==> src/rtl/fetch_router_pkg.sv <==
// Shared types and helpers for the instruction-fetch router.
// A response tag names the region that owns an in-flight fetch. The extra
// value UnmappedTag marks a fetch to an address that no region decodes.
package fetch_router_pkg;

    // Tag width able to encode every region index plus the unmapped marker.
    function automatic int unsigned tag_width(input int unsigned nr_regions);
        return (nr_regions < 1) ? 1 : $clog2(nr_regions + 1);
    endfunction

    // Width of an occupancy counter that must reach 'depth' itself.
    function automatic int unsigned count_width(input int unsigned depth);
        return (depth < 1) ? 1 : $clog2(depth + 1);
    endfunction

    // Tag type and unmapped marker for the default two-region configuration.
    localparam int unsigned NrRegionsDefault = 2;
    localparam int unsigned TagWidth         = tag_width(NrRegionsDefault);

    typedef logic [TagWidth-1:0] region_tag_t;

    localparam region_tag_t UnmappedTag = region_tag_t'(NrRegionsDefault);

endpackage

==> src/rtl/fetch_router_resp_fifo.sv <==
// In-order tag FIFO for the fetch router. It records which region owns each
// granted fetch so responses are matched strictly in grant order.
// A push and a pop in the same cycle leave the occupancy unchanged, which
// lets a full FIFO accept a new fetch while its head completes.
module fetch_router_resp_fifo
    import fetch_router_pkg::*;
#(
    parameter int unsigned Depth = 2,
    parameter int unsigned Width = 2
) (
    input  logic             clk_sys_i,
    input  logic             rst_sys_ni,
    input  logic             push,
    input  logic [Width-1:0] push_tag,
    input  logic             pop,
    output logic             full,
    output logic             empty,
    output logic [Width-1:0] head_tag
);

    localparam int unsigned PtrW = (Depth > 1) ? $clog2(Depth) : 1;
    localparam int unsigned CntW = count_width(Depth);

    logic [Width-1:0] mem [Depth];
    logic [PtrW-1:0]  wr_ptr;
    logic [PtrW-1:0]  rd_ptr;
    logic [CntW-1:0]  count;

    // Circular pointer advance that also handles non-power-of-two depths.
    function automatic logic [PtrW-1:0] ptr_next(input logic [PtrW-1:0] ptr);
        return (ptr == PtrW'(Depth - 1)) ? '0 : ptr + 1'b1;
    endfunction

    // Pointer and occupancy tracking; only these need a defined reset value.
    // NOTE: sequential state uses non-blocking assignments so every flop samples pre-edge values.
    always_ff @(posedge clk_sys_i or negedge rst_sys_ni) begin
        if (!rst_sys_ni) begin
            wr_ptr <= '0;
            rd_ptr <= '0;
            count  <= '0;
        end else begin
            if (push) begin
                wr_ptr <= ptr_next(wr_ptr);
            end
            if (pop) begin
                rd_ptr <= ptr_next(rd_ptr);
            end
            unique case ({push, pop})
                2'b10:   count <= count + 1'b1;
                2'b01:   count <= count - 1'b1;
                default: count <= count;
            endcase
        end
    end

    // Tag storage written on push.
    // NOTE: storage is not reset; contents are only observed through 'empty'-qualified head_tag.
    always_ff @(posedge clk_sys_i) begin
        if (push) begin
            mem[wr_ptr] <= push_tag;
        end
    end

    assign full     = (count == CntW'(Depth));
    assign empty    = (count == '0);
    assign head_tag = mem[rd_ptr];

endmodule

==> src/rtl/instr_fetch_router.sv <==
// Instruction-fetch router: decodes the core fetch address against
// base/mask regions, grants in the same cycle, tracks in-flight fetches in
// grant order and returns an error response for unmapped addresses.
// Optional feature: define FETCH_ROUTER_PERF_EN to build the saturating
// accepted-fetch and stalled-cycle counters; otherwise both read as zero.
module instr_fetch_router
    import fetch_router_pkg::*;
#(
    parameter int NrRegions      = 2,
    parameter int AddrWidth      = 32,
    parameter int DataWidth      = 32,
    parameter int MaxOutstanding = 2
) (
    input  logic                                 clk_sys_i,
    input  logic                                 rst_sys_ni,
    input  logic                                 host_req_i,
    input  logic [AddrWidth-1:0]                 host_addr_i,
    output logic                                 host_gnt_o,
    output logic                                 host_rvalid_o,
    output logic [DataWidth-1:0]                 host_rdata_o,
    output logic                                 host_err_o,
    input  logic [NrRegions-1:0][AddrWidth-1:0]  cfg_region_base_i,
    input  logic [NrRegions-1:0][AddrWidth-1:0]  cfg_region_mask_i,
    output logic [NrRegions-1:0]                 dev_req_o,
    output logic [AddrWidth-1:0]                 dev_addr_o,
    input  logic [NrRegions-1:0]                 dev_gnt_i,
    input  logic [NrRegions-1:0]                 dev_rvalid_i,
    input  logic [NrRegions-1:0][DataWidth-1:0]  dev_rdata_i,
    input  logic [NrRegions-1:0]                 dev_err_i,
    output logic                                 stray_rvalid_o,
    output logic [31:0]                          perf_fetch_o,
    output logic [31:0]                          perf_stall_o
);

    localparam int unsigned TagW = tag_width(NrRegions);
    localparam logic [TagW-1:0] TagUnmapped = TagW'(NrRegions);

    logic                 mapped;
    logic [TagW-1:0]      sel_tag;
    logic                 sel_gnt;
    logic [NrRegions-1:0] sel_onehot;
    logic                 space;
    logic                 fifo_full;
    logic                 fifo_empty;
    logic [TagW-1:0]      head_tag;
    logic [TagW-1:0]      push_tag;

    // Address decode: scan from the highest index down so the lowest hit wins.
    // NOTE: every always_comb output gets a default first so no path leaves a latch.
    always_comb begin
        mapped     = 1'b0;
        sel_tag    = TagUnmapped;
        sel_gnt    = 1'b0;
        sel_onehot = '0;
        for (int i = NrRegions - 1; i >= 0; i--) begin
            if ((host_addr_i & cfg_region_mask_i[i]) == cfg_region_base_i[i]) begin
                mapped        = 1'b1;
                sel_tag       = TagW'(i);
                sel_gnt       = dev_gnt_i[i];
                sel_onehot    = '0;
                sel_onehot[i] = 1'b1;
            end
        end
    end

    // A full FIFO still accepts when its head retires this same cycle.
    assign space      = !fifo_full || host_rvalid_o;
    assign host_gnt_o = host_req_i && space && (!mapped || sel_gnt);
    assign dev_req_o  = (host_req_i && space && mapped) ? sel_onehot : '0;
    assign dev_addr_o = host_addr_i;
    assign push_tag   = mapped ? sel_tag : TagUnmapped;

    fetch_router_resp_fifo #(
        .Depth (MaxOutstanding),
        .Width (TagW)
    ) u_resp_fifo (
        .clk_sys_i  (clk_sys_i),
        .rst_sys_ni (rst_sys_ni),
        .push       (host_gnt_o),
        .push_tag   (push_tag),
        .pop        (host_rvalid_o),
        .full       (fifo_full),
        .empty      (fifo_empty),
        .head_tag   (head_tag)
    );

    // Response mux from the head region; responses from any other region are dropped as stray.
    always_comb begin
        host_rvalid_o  = 1'b0;
        host_rdata_o   = '0;
        host_err_o     = 1'b0;
        stray_rvalid_o = 1'b0;
        if (!fifo_empty && head_tag == TagUnmapped) begin
            host_rvalid_o = 1'b1;
            host_err_o    = 1'b1;
        end
        for (int i = 0; i < NrRegions; i++) begin
            if (!fifo_empty && head_tag == TagW'(i)) begin
                host_rvalid_o = dev_rvalid_i[i];
                host_rdata_o  = dev_rdata_i[i];
                host_err_o    = dev_err_i[i];
            end else if (dev_rvalid_i[i]) begin
                stray_rvalid_o = 1'b1;
            end
        end
    end

`ifdef FETCH_ROUTER_PERF_EN
    logic [31:0] fetch_cnt;
    logic [31:0] stall_cnt;

    // Saturating counters of accepted fetches and cycles a request waits ungranted.
    always_ff @(posedge clk_sys_i or negedge rst_sys_ni) begin
        if (!rst_sys_ni) begin
            fetch_cnt <= '0;
            stall_cnt <= '0;
        end else begin
            if (host_gnt_o && fetch_cnt != '1) begin
                fetch_cnt <= fetch_cnt + 32'd1;
            end
            if (host_req_i && !host_gnt_o && stall_cnt != '1) begin
                stall_cnt <= stall_cnt + 32'd1;
            end
        end
    end

    assign perf_fetch_o = fetch_cnt;
    assign perf_stall_o = stall_cnt;
`else
    assign perf_fetch_o = '0;
    assign perf_stall_o = '0;
`endif

endmodule

==> config.mk <==
export PLATFORM = sky130hd
export DESIGN_NAME = instr_fetch_router
export DESIGN_NICKNAME = d
export VERILOG_FILES = /design/src/rtl/fetch_router_pkg.sv /design/src/rtl/fetch_router_resp_fifo.sv /design/src/rtl/instr_fetch_router.sv
export SDC_FILE = /design/constraint.sdc
export NUM_CORES = 1
export LEC_CHECK = 0
export BUFFER_PORTS_ARGS = -buffer_cell sky130_fd_sc_hd__buf_2
export CORE_AREA = 2 2 142 144
export CTS_BUF_LIST = sky130_fd_sc_hd__clkbuf_16
export DETAILED_ROUTE_END_ITERATION = 10
export DIE_AREA = 0 0 144 146
export GPL_TIMING_DRIVEN = 0
export PLACE_DENSITY = 0.52
export SETUP_SLACK_MARGIN = 0.02
export SYNTH_ARGS = -nofsm -noshare
export SYNTH_HDL_FRONTEND = slang
export SYNTH_SLANG_ARGS = --single-unit
export TNS_END_PERCENT = 1
==> constraint.sdc <==
create_clock -name clk_sys_i -period 6.53 [get_ports clk_sys_i]
set_input_delay 1.306 -clock clk_sys_i [delete_from_list [all_inputs] [get_ports clk_sys_i]]
set_output_delay 1.306 -clock clk_sys_i [all_outputs]
set_load 0.03 [all_outputs]
==> key figures <==
Placement
  • GPL Wtd Cong: 0.744
  • Hpwl dp: 11100 microns
  • Port Buffers: 302

CTS
  • CTS tree: yes
  • Total setup buffers inserted after CTS: 0
  • H-Tree Depth: 1
  • Post-cts sizing count: 0
  • Clock Sinks: 8
  • Clk_lat worst skew: 230 ps
  • Cell chosen for the clock root: clkbuf_16
  • Clk slew on worst S/H paths: 30 ps
  • # hold bufs at CTS: 0
  • Longest Clk Path Bufs: 2
  • CTS Buf Count: 3

Synthesis
  • Post-synth top cells: 96 x buf_4, 35 x a21oi_1, 32 x a22o_1, 32 x and3_1, 17 x and3b_1
  • Simple-gate share of the synthesized area: 0.206
  • Largest family of logic cells by synthesized area: compound AO/OA/AOI/OAI gates
  • Number of enable flip-flop cells after synthesis: 4
  • Mapped Cells: 350
  • Post-Synth Adder-Cell Area: 0.00467
  • Syn Area/Cell: 7.66 sq um
  • Post-synth top flop: edfxtp_1
  • Mapped Area: 2680 sq um
  • Most frequent cell after synthesis: buf_4
  • Count of cell types in the netlist: 35
  • Compound-Gate Fraction of Synth Area: 0.388
  • Synth top area share: 0.269
  • Async S/R FF share, synth: 0.500
  • Flops & latches, synth: 8
  • Largest area contributor in the netlist: buf_4
  • Multiplexer share of the synthesized area: 0.00747
  • Register area share after synthesis: 0.0822
  • Ys Warns: 0
  • Area contributors post-synth: buf_4 27%, a22o_1 10%, and3_1 7.5%
  • Post-Synth XOR/XNOR Area: 0.0191

Critical path
  • Crit path DAT: 3380 ps
  • Crit Reg-Reg Startpoint: u_resp_fifo.rd_ptr
  • Cells along the critical path: buf_2 -> a21o_1 -> a211oi_1 -> nand4_1 -> nor4_2 -> nand2b_2 -> o21ai_4 -> inv_1 -> buf_2
  • Most used cell along the critical path: buf_2
  • Delay-heaviest family, CP: simple AND/OR/NAND/NOR gates
  • CP Launch Type: primary input
  • Crit-path slowest cell: nor4_2
  • Worst Path Required: 5220 ps
  • Slowest cell delay on critical path: 550 ps
  • R2r endpoint: u_resp_fifo.count[1]
  • Reg2Reg Depth: 9
  • Reg2reg setup slack: 4000 ps
  • Worst Setup End Kind: primary output
  • CP bufs+invs: 3
  • CP max FO: 5
  • Critical path class: primary input to primary output

Hold path
  • Hold path depth: 1
  • Worst hold start: u_resp_fifo.count[1]
  • Worst hold path endpoint: u_resp_fifo.count[1]
  • HP Class: flip-flop to flip-flop

Cells and area
  • Nets: 954
  • Layout cells sized above 1: 0.581
  • Fill count: 2154
  • Ant diodes: 0
  • Area growth from synthesis to layout: 80.5%

Route
  • Final wirelength: 12000 microns
  • DRT antenna net count: 0
  • Vias: 3741
  • Initial DRT Pass Iterations: 4
  • Routed len/inst: 12.2 microns
  • Vias per cell: 3.80
  • DRC viols: 0
  • Initial DRC count: 102

Floorplan
  • Total core area: 19300 sq um
  • Die W: 144 microns
  • Starting Density: 0.139
  • Die height: 146 microns
  • Row Count: 51
  • Die ar.: 21000 sq um
  • Io pins: 367

GRT
  • First-pass GRT wire length: 16800 microns
  • Initial antenna violation count: 1
  • Largest net degree at the start of global routing: 11
  • Total gr overflow: 0
  • Number of global-route vias before repair: 3406
  • Overall Global Routing Usage: 0.101

Timing
  • Final Cycle Share: 0.718
  • Top achievable clock speed: 0.213 GHz
  • RSZ-0062 raised after global routing: no
  • Worst Tran Pin Value: 541 ps
  • Min cycle time layout: 4690 ps
  • Setup Skew: 2.10 ps
  • Pins Over Slew Limit: 0
  • Slew HR: 0.629
  • Hold Vio Cnt, Final: 0
  • Setup tns final: 0 ps
  • Final setup viols: 0

Power and ir drop
  • Total Power: 0.787 mW
  • Worst VDD drop: 0.0000724 V
  • Pwr/cell area: 163 nW/um^2
  • Leakage: 2.97 nW

Flow run
  • Max cap viols: 0

Run status
  • Outcome: complete, no violations
[stage by stage]
step | hold WS [ps] | cell area [sq um] | instances | setup slack (ps) | utilization
2_1_floorplan | 479 | 2920 | 413 | 2570 | -
5_1_grt | 550 | 4840 | 984 | 1660 | 0.250
3_3_place_gp | 505 | 4760 | 980 | 1660 | 0.246
6_report | 511 | 4840 | 984 | 1840 | 0.250
4_1_cts | 514 | 4840 | 984 | 1660 | 0.250
3_5_place_dp | 509 | 4760 | 980 | 1650 | 0.246
[state kept, by name, summed over array words and instances, names as in the netlist]
signal and flops:
u_resp_fifo.count 2, u_resp_fifo.mem 4, u_resp_fifo.rd_ptr 1, u_resp_fifo.wr_ptr 1
[final cells by class]
type / count / area, sq um / area share
multi-input combinational: 295 / 1920 / 0.396
timing repair buffer: 302 / 1510 / 0.312
buffer: 103 / 754 / 0.156
tap: 265 / 332 / 0.0685
sequential: 8 / 220 / 0.0455
clock buffer: 3 / 75.1 / 0.0155
inverter: 7 / 26.3 / 0.00543
clock inverter: 1 / 3.75 / 0.000776
[worst max path at each step]
stage / end / cells after the start / from
after detailed placement: host_gnt_o / 9 / host_addr_i[14]
after CTS: host_gnt_o / 9 / host_addr_i[14]
after floorplan: host_gnt_o / 7 / cfg_region_mask_i[0]
after global routing: host_gnt_o / 9 / host_addr_i[14]
final: host_gnt_o / 9 / host_addr_i[14]
after global placement: host_gnt_o / 9 / host_addr_i[14]
[cells in the final DEF, fill, tap and decap left out, drive strengths merged, types with 2 or more instances in the layout]
cell type,netlist,final
conb,1,64
inv,7,8
nand3,16,16
and3b,17,17
and3,32,32
o22a,16,16
nand2b,2,2
a211oi,16,16
o21ai,3,3
nor2,7,7
a22o,32,32
xor2,2,2
nand4,8,8
edfxtp,4,4
buf,102,404
clkbuf,1,4
a21oi,35,35
nor4,2,2
a21o,16,16
dfrtp,4,4
a21boi,16,16
xnor2,3,3
mux2i,2,2
[where the power goes]
part           switching [mW]  internal [mW]
combinational           0.356          0.237
sequential             0.0178         0.0732
clock                  0.0230         0.0796
[cell families after synthesis]
| family | after synthesis |
|---|---|
| buffers and inverters | 110 |
| XOR/XNOR | 5 |
| AO/OA/AOI/OAI | 138 |
| adder cells (fa/ha/maj) | 1 |
| other | 1 |
| multiplexers | 2 |
| AND/OR/NAND/NOR | 85 |
| flip-flops | 8 |
[routing by layer]
layer | up-vias | track usage | routed length, microns
li1 | 1922 | - | -
met1 | 1592 | 0.105 | 4300
met2 | 219 | 0.215 | 6550
met3 | 8 | 0.00856 | 1050
met4 | 0 | 0.0176 | 75
met5 | - | 0 | 0
No activity file was read; power rests on OpenSTA's default activity.
